$ cat config.mk
export PLATFORM = sky130hd
export DESIGN_NAME = fifo2axi_wr_flat
export DESIGN_NICKNAME = d
export VERILOG_FILES = /design/src/rtl/fifo2axi_pkg.sv /design/src/rtl/fifo2axi_wr_if.sv /design/src/rtl/fifo2axi_burst_calc.sv /design/src/rtl/fifo2axi_wr.sv /design/src/flat_wrapper.sv
export SDC_FILE = /design/constraint.sdc
export NUM_CORES = 1
export LEC_CHECK = 0
export ABC_AREA = 1
export CORE_AREA = 2 2 156 158
export CTS_BUF_LIST = sky130_fd_sc_hd__clkbuf_2 sky130_fd_sc_hd__clkbuf_4 sky130_fd_sc_hd__clkbuf_8
export DETAILED_ROUTE_END_ITERATION = 6
export DIE_AREA = 0 0 158 160
export PLACE_DENSITY = 0.75
export SLEW_MARGIN = 15
export SYNTH_ARGS = -nofsm -noshare
export SYNTH_HDL_FRONTEND = slang
export SYNTH_SLANG_ARGS = --single-unit
$ cat constraint.sdc
create_clock -name clk -period 3.7 [get_ports clk]
set_input_delay 0.37 -clock clk [delete_from_list [all_inputs] [get_ports clk]]
set_output_delay 0.37 -clock clk [all_outputs]
set_load 0.03 [all_outputs]
$ cat src/rtl/fifo2axi_pkg.sv
// Shared types and constants for the FIFO-to-AXI4 write bridge.
// States, command word layout, AXI encodings and a beat-to-byte helper.
package fifo2axi_pkg;

  typedef enum logic [2:0] {
    ST_IDLE = 3'd0,
    ST_LOAD = 3'd1,
    ST_AW   = 3'd2,
    ST_W    = 3'd3,
    ST_B    = 3'd4
  } state_e;

  localparam int CMD_ADDR_LSB = 0;
  localparam int CMD_ADDR_MSB = 31;
  localparam int CMD_CNT_LSB  = 32;
  localparam int CMD_CNT_MSB  = 47;
  localparam int CMD_IRQ_BIT  = 63;

  localparam logic [1:0] AXI_BURST_INCR = 2'b01;
  localparam logic [1:0] AXI_RESP_OKAY  = 2'b00;
  localparam logic [2:0] AXI_SIZE_16B   = 3'b100;

  // Burst length fits MAX_BURST <= 16
  localparam int LEN_W = 5;

  // Each beat moves 16 bytes
  function automatic logic [8:0] beats_to_bytes(input logic [LEN_W-1:0] beats);
    return {beats, 4'b0000};
  endfunction

endpackage

$ cat src/rtl/fifo2axi_wr_if.sv
// Command FIFO, data FIFO and AXI4 write-channel bundle for fifo2axi_wr.
// master = bridge side, slave = FIFO/AXI environment side.
interface fifo2axi_wr_if #(
  parameter int ADDR_W = 32
);
  logic [63:0]       cmd_dout;
  logic              cmd_empty;
  logic              cmd_rd_en;
  logic [127:0]      wr_dout;
  logic              wr_empty;
  logic              wr_rd_en;
  logic [ADDR_W-1:0] m_awaddr;
  logic [7:0]        m_awlen;
  logic [2:0]        m_awsize;
  logic [1:0]        m_awburst;
  logic              m_awvalid;
  logic              m_awready;
  logic [127:0]      m_wdata;
  logic [15:0]       m_wstrb;
  logic              m_wlast;
  logic              m_wvalid;
  logic              m_wready;
  logic [1:0]        m_bresp;
  logic              m_bvalid;
  logic              m_bready;

  modport master (
    input  cmd_dout, cmd_empty, wr_dout, wr_empty,
    output cmd_rd_en, wr_rd_en,
    output m_awaddr, m_awlen, m_awsize, m_awburst, m_awvalid,
    input  m_awready,
    output m_wdata, m_wstrb, m_wlast, m_wvalid,
    input  m_wready,
    input  m_bresp, m_bvalid,
    output m_bready
  );

  modport slave (
    output cmd_dout, cmd_empty, wr_dout, wr_empty,
    input  cmd_rd_en, wr_rd_en,
    input  m_awaddr, m_awlen, m_awsize, m_awburst, m_awvalid,
    output m_awready,
    input  m_wdata, m_wstrb, m_wlast, m_wvalid,
    output m_wready,
    output m_bresp, m_bvalid,
    input  m_bready
  );
endinterface

$ cat src/rtl/fifo2axi_burst_calc.sv
// Combinational burst sizer: min(remaining, MAX_BURST, beats left in the 4 KB page).
// blk_off is address bits [11:4], the 16-byte beat index inside the page.
module fifo2axi_burst_calc
  import fifo2axi_pkg::*;
#(
  parameter int MAX_BURST = 16
) (
  input  logic [7:0]       blk_off,
  input  logic [15:0]      remaining,
  output logic [LEN_W-1:0] len
);

  logic [15:0] to_bound_s;
  logic [15:0] cap_s;

  assign to_bound_s = 16'd256 - {8'd0, blk_off};
  assign cap_s      = (to_bound_s < 16'(MAX_BURST)) ? to_bound_s : 16'(MAX_BURST);
  assign len        = LEN_W'((remaining < cap_s) ? remaining : cap_s);

endmodule

$ cat src/rtl/fifo2axi_wr.sv
// Drains address/count commands and 128-bit data from FWFT FIFOs into AXI4 INCR write bursts.
// Optional macro FIFO2AXI_WR_BRESP_CHK_EN makes a non-OKAY write response set the sticky err flag.
module fifo2axi_wr
  import fifo2axi_pkg::*;
#(
  parameter int MAX_BURST = 16,
  parameter int ADDR_W    = 32
) (
  input  logic          clk,
  input  logic          rst,
  fifo2axi_wr_if.master bus,
  output logic          busy,
  output logic          done_irq,
  output logic          err
);

  localparam logic [2:0] S_IDLE = ST_IDLE;
  localparam logic [2:0] S_LOAD = ST_LOAD;
  localparam logic [2:0] S_AW   = ST_AW;
  localparam logic [2:0] S_W    = ST_W;
  localparam logic [2:0] S_B    = ST_B;

  logic [2:0]        state_r, state_nxt_s;
  logic              cmd_rd_en_r, busy_r, done_irq_r, irq_r;
  logic              aw_valid_r, w_last_r, b_ready_r;
  logic [ADDR_W-1:0] aw_addr_r, addr_r, addr_nxt_s, cmd_addr_s;
  logic [7:0]        aw_len_r;
  logic [2:0]        aw_size_r;
  logic [1:0]        aw_burst_r;
  logic [15:0]       rem_r, rem_nxt_s, cmd_cnt_s, calc_rem_s;
  logic [7:0]        calc_blk_s;
  logic [LEN_W-1:0]  len_r, beat_cnt_r, calc_len_s;
  logic              in_w_s, aw_hs_s, w_hs_s, b_hs_s;
  logic              unused_s;

  assign cmd_addr_s = ADDR_W'(bus.cmd_dout[CMD_ADDR_MSB:CMD_ADDR_LSB]);
  assign cmd_cnt_s  = bus.cmd_dout[CMD_CNT_MSB:CMD_CNT_LSB];
  assign addr_nxt_s = addr_r + ADDR_W'(beats_to_bytes(len_r));
  assign rem_nxt_s  = rem_r - 16'(len_r);

  assign in_w_s  = (state_r == S_W);
  assign aw_hs_s = aw_valid_r & bus.m_awready;
  assign w_hs_s  = bus.m_wvalid & bus.m_wready;
  assign b_hs_s  = b_ready_r & bus.m_bvalid;

  // Size the first burst from the fresh command, later bursts from the post-response pointers
  always_comb begin
    calc_blk_s = addr_nxt_s[11:4];
    calc_rem_s = rem_nxt_s;
    if (state_r == S_LOAD) begin
      calc_blk_s = cmd_addr_s[11:4];
      calc_rem_s = cmd_cnt_s;
    end else begin
      calc_blk_s = addr_nxt_s[11:4];
      calc_rem_s = rem_nxt_s;
    end
  end

  fifo2axi_burst_calc #(.MAX_BURST(MAX_BURST)) u_burst_calc (
    .blk_off   (calc_blk_s),
    .remaining (calc_rem_s),
    .len       (calc_len_s)
  );

  // Next-state decode
  always_comb begin
    state_nxt_s = state_r;
    case (state_r)
      S_IDLE: begin
        if (!bus.cmd_empty) state_nxt_s = S_LOAD;
        else                state_nxt_s = S_IDLE;
      end
      S_LOAD: begin
        if (cmd_cnt_s == 16'd0) state_nxt_s = S_IDLE;
        else                    state_nxt_s = S_AW;
      end
      S_AW: begin
        if (aw_hs_s) state_nxt_s = S_W;
        else         state_nxt_s = S_AW;
      end
      S_W: begin
        if (w_hs_s && w_last_r) state_nxt_s = S_B;
        else                    state_nxt_s = S_W;
      end
      S_B: begin
        if (b_hs_s && (rem_nxt_s != 16'd0)) state_nxt_s = S_AW;
        else if (b_hs_s)                    state_nxt_s = S_IDLE;
        else                                state_nxt_s = S_B;
      end
      default: state_nxt_s = S_IDLE;
    endcase
  end

  // FSM, burst bookkeeping and registered channel controls
  always_ff @(posedge clk or negedge rst) begin
    if (!rst) begin
      state_r     <= S_IDLE;
      cmd_rd_en_r <= 1'b0;
      busy_r      <= 1'b0;
      done_irq_r  <= 1'b0;
      irq_r       <= 1'b0;
      aw_valid_r  <= 1'b0;
      aw_addr_r   <= {ADDR_W{1'b0}};
      aw_len_r    <= 8'd0;
      aw_size_r   <= 3'd0;
      aw_burst_r  <= 2'd0;
      w_last_r    <= 1'b0;
      b_ready_r   <= 1'b0;
      addr_r      <= {ADDR_W{1'b0}};
      rem_r       <= 16'd0;
      len_r       <= {LEN_W{1'b0}};
      beat_cnt_r  <= {LEN_W{1'b0}};
    end else begin
      state_r     <= state_nxt_s;
      cmd_rd_en_r <= (state_nxt_s == S_LOAD);
      busy_r      <= (state_nxt_s != S_IDLE);
      done_irq_r  <= 1'b0;
      case (state_r)
        S_LOAD: begin
          // cmd_dout still shows this word: the pop lands on this same edge
          addr_r <= cmd_addr_s;
          rem_r  <= cmd_cnt_s;
          irq_r  <= bus.cmd_dout[CMD_IRQ_BIT];
          if (cmd_cnt_s != 16'd0) begin
            aw_valid_r <= 1'b1;
            aw_addr_r  <= cmd_addr_s;
            aw_len_r   <= 8'(calc_len_s - 5'd1);
            aw_size_r  <= AXI_SIZE_16B;
            aw_burst_r <= AXI_BURST_INCR;
            len_r      <= calc_len_s;
          end
        end
        S_AW: begin
          if (aw_hs_s) begin
            aw_valid_r <= 1'b0;
            beat_cnt_r <= {LEN_W{1'b0}};
            w_last_r   <= (len_r == 5'd1);
          end
        end
        S_W: begin
          if (w_hs_s && w_last_r) begin
            w_last_r  <= 1'b0;
            b_ready_r <= 1'b1;
          end else if (w_hs_s) begin
            beat_cnt_r <= beat_cnt_r + 5'd1;
            w_last_r   <= ((beat_cnt_r + 5'd2) == len_r);
          end
        end
        S_B: begin
          if (b_hs_s) begin
            b_ready_r <= 1'b0;
            addr_r    <= addr_nxt_s;
            rem_r     <= rem_nxt_s;
            if (rem_nxt_s != 16'd0) begin
              aw_valid_r <= 1'b1;
              aw_addr_r  <= addr_nxt_s;
              aw_len_r   <= 8'(calc_len_s - 5'd1);
              len_r      <= calc_len_s;
            end else begin
              done_irq_r <= irq_r;
            end
          end
        end
        default: ;
      endcase
    end
  end

  assign bus.cmd_rd_en = cmd_rd_en_r;
  assign bus.m_awvalid = aw_valid_r;
  assign bus.m_awaddr  = aw_addr_r;
  assign bus.m_awlen   = aw_len_r;
  assign bus.m_awsize  = aw_size_r;
  assign bus.m_awburst = aw_burst_r;
  // Data beats follow the FWFT head directly so an empty FIFO never produces a beat
  assign bus.m_wvalid  = in_w_s & ~bus.wr_empty;
  assign bus.wr_rd_en  = bus.m_wvalid & bus.m_wready;
  assign bus.m_wdata   = in_w_s ? bus.wr_dout : {128{1'b0}};
  assign bus.m_wstrb   = in_w_s ? 16'hFFFF : 16'h0000;
  assign bus.m_wlast   = w_last_r;
  assign bus.m_bready  = b_ready_r;
  assign busy          = busy_r;
  assign done_irq      = done_irq_r;

`ifdef FIFO2AXI_WR_BRESP_CHK_EN
  logic err_r;

  // Sticky error on any non-OKAY write response
  always_ff @(posedge clk or negedge rst) begin
    if (!rst) begin
      err_r <= 1'b0;
    end else if (b_hs_s && (bus.m_bresp != AXI_RESP_OKAY)) begin
      err_r <= 1'b1;
    end else begin
      err_r <= err_r;
    end
  end

  assign err      = err_r;
  assign unused_s = ^bus.cmd_dout[62:48];
`else
  assign err      = 1'b0;
  assign unused_s = ^{bus.cmd_dout[62:48], bus.m_bresp};
`endif

endmodule
$ cat src/flat_wrapper.sv
// flat-port wrapper written by rule: the top's interface ports become plain ports
module fifo2axi_wr_flat import fifo2axi_pkg::*;
#(
  parameter int MAX_BURST = 16,
  parameter int ADDR_W    = 32
)
  (clk, rst, busy, done_irq, err, bus_cmd_dout, bus_cmd_empty, bus_wr_dout, bus_wr_empty, bus_cmd_rd_en, bus_wr_rd_en, bus_m_awaddr, bus_m_awlen, bus_m_awsize, bus_m_awburst, bus_m_awvalid, bus_m_awready, bus_m_wdata, bus_m_wstrb, bus_m_wlast, bus_m_wvalid, bus_m_wready, bus_m_bresp, bus_m_bvalid, bus_m_bready);
  fifo2axi_wr_if #(.ADDR_W(ADDR_W)) bus_i ();
  input  logic clk;
  input  logic rst;
  output logic busy;
  output logic done_irq;
  output logic err;
  input wire logic [$bits(bus_i.cmd_dout)-1:0] bus_cmd_dout;
  input wire logic [$bits(bus_i.cmd_empty)-1:0] bus_cmd_empty;
  input wire logic [$bits(bus_i.wr_dout)-1:0] bus_wr_dout;
  input wire logic [$bits(bus_i.wr_empty)-1:0] bus_wr_empty;
  output wire logic [$bits(bus_i.cmd_rd_en)-1:0] bus_cmd_rd_en;
  output wire logic [$bits(bus_i.wr_rd_en)-1:0] bus_wr_rd_en;
  output wire logic [$bits(bus_i.m_awaddr)-1:0] bus_m_awaddr;
  output wire logic [$bits(bus_i.m_awlen)-1:0] bus_m_awlen;
  output wire logic [$bits(bus_i.m_awsize)-1:0] bus_m_awsize;
  output wire logic [$bits(bus_i.m_awburst)-1:0] bus_m_awburst;
  output wire logic [$bits(bus_i.m_awvalid)-1:0] bus_m_awvalid;
  input wire logic [$bits(bus_i.m_awready)-1:0] bus_m_awready;
  output wire logic [$bits(bus_i.m_wdata)-1:0] bus_m_wdata;
  output wire logic [$bits(bus_i.m_wstrb)-1:0] bus_m_wstrb;
  output wire logic [$bits(bus_i.m_wlast)-1:0] bus_m_wlast;
  output wire logic [$bits(bus_i.m_wvalid)-1:0] bus_m_wvalid;
  input wire logic [$bits(bus_i.m_wready)-1:0] bus_m_wready;
  input wire logic [$bits(bus_i.m_bresp)-1:0] bus_m_bresp;
  input wire logic [$bits(bus_i.m_bvalid)-1:0] bus_m_bvalid;
  output wire logic [$bits(bus_i.m_bready)-1:0] bus_m_bready;
  assign bus_i.cmd_dout = bus_cmd_dout;
  assign bus_i.cmd_empty = bus_cmd_empty;
  assign bus_i.wr_dout = bus_wr_dout;
  assign bus_i.wr_empty = bus_wr_empty;
  assign bus_cmd_rd_en = bus_i.cmd_rd_en;
  assign bus_wr_rd_en = bus_i.wr_rd_en;
  assign bus_m_awaddr = bus_i.m_awaddr;
  assign bus_m_awlen = bus_i.m_awlen;
  assign bus_m_awsize = bus_i.m_awsize;
  assign bus_m_awburst = bus_i.m_awburst;
  assign bus_m_awvalid = bus_i.m_awvalid;
  assign bus_i.m_awready = bus_m_awready;
  assign bus_m_wdata = bus_i.m_wdata;
  assign bus_m_wstrb = bus_i.m_wstrb;
  assign bus_m_wlast = bus_i.m_wlast;
  assign bus_m_wvalid = bus_i.m_wvalid;
  assign bus_i.m_wready = bus_m_wready;
  assign bus_i.m_bresp = bus_m_bresp;
  assign bus_i.m_bvalid = bus_m_bvalid;
  assign bus_m_bready = bus_i.m_bready;
  fifo2axi_wr #(.MAX_BURST(MAX_BURST), .ADDR_W(ADDR_W)) u_core (.clk(clk), .rst(rst), .bus(bus_i), .busy(busy), .done_irq(done_irq), .err(err));
endmodule
**Word level (Yosys, flattened, before mapping)**

Index checks and enable logic that the tools add are counted.

- $add $sub $neg: 6
- $lt $le $gt $ge: 2
- Equal/unequal tests: 15
- Multiplexer cells: 48
- Bitwise operators: 5
- Reductions and logical operators: 18

Operator list:

| kind | number |
|---|---|
| $mux 128 | 1 |
| $mux 32 | 4 |
| $pmux 32 s2 | 2 |
| $mux 16 | 4 |
| $mux 5 | 7 |
| $add 32x9->32 | 1 |
| $mux 8 | 4 |
| $pmux 16 s2 | 1 |
| $reduce_bool 16->1 | 2 |
| $pmux 5 s2 | 2 |
| $logic_not 16->1 | 1 |
| $lt 16x16->1 | 1 |
| $lt 16x5->1 const B | 1 |
| $pmux 8 s2 | 1 |
| $sub 16x5->16 | 1 |
| $pmux 3 s5 | 1 |
| $mux 1 | 14 |
| $sub 9x8->10 const A | 1 |
| $mux 3 | 3 |
| $ne 2x2->1 const B | 4 |
| $reduce_and 4->1 | 2 |
| $eq 3x1->1 const B | 2 |
| $eq 3x2->1 const B | 2 |
| $ne 2x1->1 const B | 3 |
| other kinds (19) | 29 |

- Flip-flop bits (word level): 109
- Input bits: 201
- Output and inout bits: 198
- Logic and storage cells: 109

**Longest topological paths before layout**

- Word-level depth: 11
- Gate-level depth with buffers: 30
- Depth with buffers taken out: 30

**Hierarchy**

Synthesis repeated with hierarchy kept, for this count alone.

- Cell total of the unflattened synthesis: 1333
- Area, all modules: 8353.0 µm²

Modules (own cells, without submodules):

| module | instances | cells an instance | area an instance (µm²) | sequential area each (µm²) |
|---|---|---|---|---|
| fifo2axi_wr | 1 | 1257 | 7935.1 | 2677.6 |
| fifo2axi_burst_calc | 1 | 76 | 417.9 | 0.0 |

**Worst setup path before layout**

Ideal clock, no wire load.

- Path kind: register -> register
- From: register u_core.len_r[0]
- To: register u_core.aw_len_r[4], in the netlist u_core.bus.m_awlen[4]
- Library setup time: 117 ps
- Arrival time: 3395 ps
- Path slack: 188 ps
- Stages on the path, launching flop included: 28
- Path buffers: 0
- Clock period less this slack: 3512 ps
- Cell sequence: dfrtp_1 > ha_1 > inv_1 > fa_1 > nand2_1 > nand2_1 > ha_1 > inv_1 > nor2_2 > nand3_1 > nand2_1 > nand3_1 > nor2_1 > nand2_1 > inv_1 > ha_1 > a21oi_1 > o221ai_1 > a21oi_1 > o21a_1 > nand2_2 > nand2_1 > nand2_1 > ha_1 > nand3_1 > nand2_1 > nand3_1 > nand2_1

- Word-level cells in the longest chain between the ends: 11

RTL lines:

| element | line | source |
|---|---|---|
| start, declared | fifo2axi_wr.sv:32 | `logic [LEN_W-1:0] len_r, beat_cnt_r, calc_len_s;` |
| start signal, assigned | fifo2axi_wr.sv:111 | `len_r <= {LEN_W{1'b0}};` |
| start signal, assigned | fifo2axi_wr.sv:130 | `len_r <= calc_len_s;` |
| start signal, assigned | fifo2axi_wr.sv:158 | `len_r <= calc_len_s;` |
| $add 32x9->32 | fifo2axi_wr.sv:38 | `assign addr_nxt_s = addr_r + ADDR_W'(beats_to_bytes(len_r));` |
| $mux 8 | fifo2axi_wr.sv:50 | `if (state_r == S_LOAD) begin` |
| $sub 9x8->10 | fifo2axi_burst_calc.sv:16 | `assign to_bound_s = 16'd256 - {8'd0, blk_off};` |
| $lt 16x5->1 | fifo2axi_burst_calc.sv:17 | `assign cap_s = (to_bound_s < 16'(MAX_BURST)) ? to_bound_s : 16'(MAX_BURST);` |
| $mux 16 | fifo2axi_burst_calc.sv:17 |  |
| $lt 16x16->1 | fifo2axi_burst_calc.sv:18 | `assign len = LEN_W'((remaining < cap_s) ? remaining : cap_s);` |
| $mux 5 | fifo2axi_burst_calc.sv:18 |  |
| $sub 5x1->6 | fifo2axi_wr.sv:127, fifo2axi_wr.sv:157 |  |
| $mux 8 | fifo2axi_wr.sv:154 | `if (rem_nxt_s != 16'd0) begin` |
| $mux 8 | fifo2axi_wr.sv:150 | `if (b_hs_s) begin` |
| $pmux 8 s2 | fifo2axi_wr.sv:118 | `case (state_r)` |
| end signal, assigned | fifo2axi_wr.sv:127 | `aw_len_r <= 8'(calc_len_s - 5'd1);` |
| end signal, assigned | fifo2axi_wr.sv:157 | `aw_len_r <= 8'(calc_len_s - 5'd1);` |
| end, declared | fifo2axi_wr.sv:27 | `logic [7:0] aw_len_r;` |

Several ways; a longest one is shown, not always the timed one. The select of a mux whose other input is x is not followed.
A chain may end at the register's enable or synchronous reset.

**Worst setup path after layout**

- From: register u_core.addr_r[4]
- To: register u_core.aw_len_r[4], in the netlist u_core.bus.m_awlen[4]

- Word-level cells in the longest chain between the ends: 11

RTL lines:

| element | line | source |
|---|---|---|
| start, declared | fifo2axi_wr.sv:26 | `logic [ADDR_W-1:0] aw_addr_r, addr_r, addr_nxt_s, cmd_addr_s;` |
| start signal, assigned | fifo2axi_wr.sv:109 | `addr_r <= {ADDR_W{1'b0}};` |
| start signal, assigned | fifo2axi_wr.sv:121 | `addr_r <= cmd_addr_s;` |
| start signal, assigned | fifo2axi_wr.sv:152 | `addr_r <= addr_nxt_s;` |
| $add 32x9->32 * | fifo2axi_wr.sv:38 |  |
| $mux 8 * | fifo2axi_wr.sv:50 |  |
| $sub 9x8->10 * | fifo2axi_burst_calc.sv:16 |  |
| $lt 16x5->1 | fifo2axi_burst_calc.sv:17 |  |
| $mux 16 * | fifo2axi_burst_calc.sv:17 |  |
| $lt 16x16->1 | fifo2axi_burst_calc.sv:18 |  |
| $mux 5 * | fifo2axi_burst_calc.sv:18 |  |
| $sub 5x1->6 * | fifo2axi_wr.sv:127, fifo2axi_wr.sv:157 |  |
| $mux 8 | fifo2axi_wr.sv:154 |  |
| $mux 8 | fifo2axi_wr.sv:150 |  |
| $pmux 8 s2 * | fifo2axi_wr.sv:118 |  |

Mark *: on every way between the ends. The rest lies on a longest branch, timed or not. The select of a mux whose other input is x is not followed.

==> impl_metrics.prom <==
# TYPE chip_impl_metric gauge
chip_impl_info{name="run_status",value="finished clean"} 1
chip_impl_metric{name="drt_pass1_iterations",unit=""} 5
chip_impl_metric{name="final_cells",unit=""} 1907
chip_impl_metric{name="grt_antenna_before_repair",unit=""} 9
chip_impl_metric{name="power.share.switching",unit=""} 0.5298
chip_impl_metric{name="cts_buffers",unit=""} 9
chip_impl_metric{name="post_synthesis_instance_area",unit="µm²"} 7894
chip_impl_metric{name="syn2layout_area_growth",unit="%"} 57.84
chip_impl_metric{name="cts.reportedPaths.clkPinSlew",unit="ns"} 0.11
chip_impl_metric{name="nNetsFinal",unit=""} 1794
chip_impl_info{name="postSynth.topFlopCell",value="sky130_fd_sc_hd__dfrtp_1"} 1
chip_impl_metric{name="power_switching",unit="µW"} 5684
chip_impl_metric{name="minimum_setup_slack_among_reg_to_reg_paths",unit="ns"} 0.09
chip_impl_metric{name="critical_path.max_fanout",unit=""} 6
chip_impl_metric{name="wire_length_of_the_first_global_routing_pass",unit="µm"} 44020
chip_impl_metric{name="port-buffer-count",unit=""} 377
chip_impl_metric{name="grt_remaining_overflow",unit=""} 0
chip_impl_metric{name="grt_util_all_layers",unit=""} 0.2215
chip_impl_metric{name="routability_congestion_estimate_from_global_placement",unit=""} 0.9032
chip_impl_metric{name="die_width",unit="µm"} 158
chip_impl_info{name="top_cells_by_area_in_the_synthesized_netlist",value="sky130_fd_sc_hd__dfrtp_1, sky130_fd_sc_hd__nand2_1, sky130_fd_sc_hd__inv_1, sky130_fd_sc_hd__nor2_1, sky130_fd_sc_hd__o21ai_0"} 1
chip_impl_info{name="tritoncts",value="done"} 1
chip_impl_metric{name="drt-total-wl",unit="µm"} 29050
chip_impl_metric{name="totalNegativeSetupSlack",unit="ns"} 0
chip_impl_info{name="cp_slowest_cell",value="sky130_fd_sc_hd__fa_2"} 1
chip_impl_metric{name="io_pins",unit=""} 399
chip_impl_info{name="critical_path.endpoint_type",value="flip-flop"} 1
chip_impl_metric{name="finalClockSkew",unit="ns"} 0.01866
chip_impl_metric{name="max_cap_violations",unit=""} 0
chip_impl_metric{name="syn-instance-count",unit=""} 1217
chip_impl_info{name="synth.most_common_cell",value="sky130_fd_sc_hd__nand2_1"} 1
chip_impl_metric{name="critical_path_arrival",unit="ns"} 3.90
chip_impl_metric{name="clk-insertion-delay-late",unit="ns"} 0.41
chip_impl_metric{name="die_area",unit="µm²"} 25280
chip_impl_metric{name="yosys_register_bits",unit=""} 107
chip_impl_metric{name="synth-warning-count",unit=""} 0
chip_impl_metric{name="postPlaceCellArea",unit="µm²"} 11950
chip_impl_metric{name="slew_headroom",unit=""} 0.4877
chip_impl_info{name="synth_common_cells",value="sky130_fd_sc_hd__nand2_1, sky130_fd_sc_hd__inv_1, sky130_fd_sc_hd__nor2_1, sky130_fd_sc_hd__dfrtp_1, sky130_fd_sc_hd__o21ai_0"} 1
chip_impl_metric{name="synthesis.area_per_instance",unit="µm²"} 6.486
chip_impl_metric{name="clock_path_buffers",unit=""} 2
chip_impl_metric{name="cp_slowest_stage_delay",unit="ns"} 0.44
chip_impl_metric{name="ys_types",unit=""} 53
chip_impl_metric{name="core.rowCount",unit=""} 57
chip_impl_metric{name="count_of_flip_flops_with_a_built_in_enable_after_synthesis",unit=""} 0
chip_impl_metric{name="finalHoldViolations",unit=""} 0
chip_impl_metric{name="synth_top_area_frac",unit=""} 0.3392
chip_impl_metric{name="post_drt_via_cell_ratio",unit=""} 4.596
chip_impl_info{name="cp-start-kind",value="flip-flop"} 1
chip_impl_metric{name="cts.sink_count",unit=""} 107
chip_impl_metric{name="p_int",unit="µW"} 5045
chip_impl_metric{name="routedWlPerCell",unit="µm"} 15.23
chip_impl_metric{name="dp.final_hpwl",unit="µm"} 23180
chip_impl_info{name="min_path_type",value="reg2reg"} 1
chip_impl_metric{name="maxClockFrequency",unit="MHz"} 277.1
chip_impl_info{name="grt_setup_unrepaired",value="yes"} 1
chip_impl_metric{name="drt_iter0_markers",unit=""} 426
chip_impl_metric{name="p_clk_frac",unit=""} 0.068
chip_impl_metric{name="vdd.ir_drop.worst",unit="mV"} 0.4156
chip_impl_metric{name="timing.final.setup_violations",unit=""} 0
chip_impl_metric{name="vias",unit=""} 8764
chip_impl_metric{name="detail_route.drc_violations",unit=""} 0
chip_impl_metric{name="grt_pass1_vias",unit=""} 8302
chip_impl_metric{name="coreArea",unit="µm²"} 23820
chip_impl_metric{name="power.static_leakage",unit="µW"} 0.006097
chip_impl_metric{name="htree_num_levels",unit=""} 3
chip_impl_metric{name="worst_slew_pin_tran",unit="ns"} 0.7614
chip_impl_info{name="criticalPathCategory",value="reg2reg"} 1
chip_impl_metric{name="final_cell_area",unit="µm²"} 12460
chip_impl_metric{name="start_util",unit=""} 0.3314
chip_impl_metric{name="synth.yosys.seq_area_share",unit=""} 0.3392
chip_impl_metric{name="power-per-cell-area",unit="nW/µm²"} 861.1
chip_impl_metric{name="drive_above_1_share",unit=""} 0.08571
chip_impl_info{name="clock_tree.root_cell",value="sky130_fd_sc_hd__clkbuf_8"} 1
chip_impl_metric{name="period_share",unit=""} 0.9753
chip_impl_metric{name="power.sequential.fraction",unit=""} 0.195
chip_impl_metric{name="report.final.slew_viol_count",unit=""} 0
chip_impl_metric{name="postRouteAntennaNets",unit=""} 0
chip_impl_metric{name="layout_min_cycle_time",unit="ns"} 3.609
chip_impl_metric{name="chipHeight",unit="µm"} 160
chip_impl_metric{name="timing.critical_path.required",unit="ns"} 3.99
chip_impl_metric{name="maximum_number_of_pins_on_one_net_before_global_route_repair",unit=""} 79
chip_impl_info{name="synth_largest_area_cell",value="sky130_fd_sc_hd__dfrtp_1"} 1
chip_impl_metric{name="placed_cells",unit=""} 1875
chip_impl_metric{name="synth-async-reset-ratio",unit=""} 1.000
chip_impl_metric{name="share_comb_of_total_power",unit=""} 0.737
## registers in the layout, indices dropped and copies added, names as in the netlist
name,count
u_core.addr_r,32
u_core.bus.m_awaddr,32
u_core.rem_r,16
u_core.bus.m_awlen,6
u_core.beat_cnt_r,5
u_core.len_r,5
u_core.state_r,3
u_core.bus.cmd_rd_en,1
u_core.bus.m_awsize,1
u_core.bus.m_awvalid,1
u_core.bus.m_bready,1
u_core.bus.m_wlast,1
u_core.busy,1
u_core.done_irq,1
u_core.irq_r,1
## power by group through the flow
stage	clock [µW]	combinational, µW	sequential [µW]
floorplan	0	4400	2470
global placement	0	7130	2090
detailed placement	0	7250	2110
CTS	744	7310	2090
global route	788	8620	2160
finish	732	7900	2090
## logic make-up after synthesis
group,after synthesis,synth area share
AND/OR/NAND/NOR,615,0.3316
buffers and inverters,302,0.1579
AO/OA/AOI/OAI,137,0.09732
flip-flops,107,0.3392
XOR/XNOR,29,0.03218
adder cells (fa/ha/maj),23,0.03836
other,2,0.0009514
multiplexers,2,0.002536
## routing by layer
layer	vias to the layer above	global-route usage	wire, µm
met2	282	0.3690	14400
met1	4049	0.2774	12130
li1	4393	-	-
met5	-	0	13
met3	38	0.05210	2013
met4	2	0.08354	498
## repair_timing
| action | CTS | global route |
|---|---|---|
| endpoints found under the hold margin | 2 | 0 |
| pin swaps | 0 | 27 |
| resized for setup | 2 | 60 |
| buffers inserted | 2 | 5 |
| hold buffers | 1 | 0 |
| setup endpoints to repair | 3 | 11 |
## area by class of cell
cell class / instances / area (µm²)
Clock inverter: 5 / 45.04
Fill cell: 2355 / 11360
Sequential cell: 107 / 2679
Antenna cell: 8 / 20.02
Multi-Input combinational cell: 813 / 4217
Timing Repair Buffer: 406 / 4066
Tap cell: 324 / 405.4
Clock buffer: 11 / 145.1
Inverter: 233 / 882.1
## worst max-delay path: cells and delay by family (launching register included)
family	cells	cell delay, ns
flops	1	0.40
fa+ha+maj	5	1.21
buf+inv	3	0.22
simple gates	16	1.32
compound gates	2	0.35
## final timing paths
check                      cells after the start                     from                      end
setup / recovery                              26         u_core.addr_r[4]    u_core.bus.m_awlen[4]
hold / removal                                 2  u_core.bus.m_awaddr[16]  u_core.bus.m_awaddr[16]
setup reg to reg                              26         u_core.addr_r[4]    u_core.bus.m_awlen[4]
hold reg to reg                                2  u_core.bus.m_awaddr[16]  u_core.bus.m_awaddr[16]
max in group asynchronous                      3                      rst   u_core.bus.m_awaddr[6]
min in group asynchronous                      2                      rst  u_core.bus.m_awaddr[27]
## cell usage in the layout, fill, tap and decap left out, types with 19 or more instances in the layout
cell type / n
sky130_fd_sc_hd__o21ai_0: 78
sky130_fd_sc_hd__nor2_1: 171
sky130_fd_sc_hd__xor2_1: 23
sky130_fd_sc_hd__dfrtp_1: 106
sky130_fd_sc_hd__nand2_2: 19
sky130_fd_sc_hd__buf_4: 24
sky130_fd_sc_hd__inv_1: 221
sky130_fd_sc_hd__nand3_1: 47
sky130_fd_sc_hd__a21oi_1: 20
sky130_fd_sc_hd__nand2_1: 301
sky130_fd_sc_hd__clkdlybuf4s50_1: 373
## per-stage QoR
step	worst slack, ns	hold WS (ns)	utilization	power (µW)
global placement	-0.01143	0.4308	0.5018	9221
detailed placement	-0.07529	0.4365	0.5018	9358
floorplan	0.1876	0.07441	-	6866
finish	0.09143	0.4816	0.5231	10730
global route	-0.1315	0.4973	0.5231	11570
CTS	0.002998	0.4838	0.5110	10150
No activity file was read; power rests on OpenSTA's default activity.
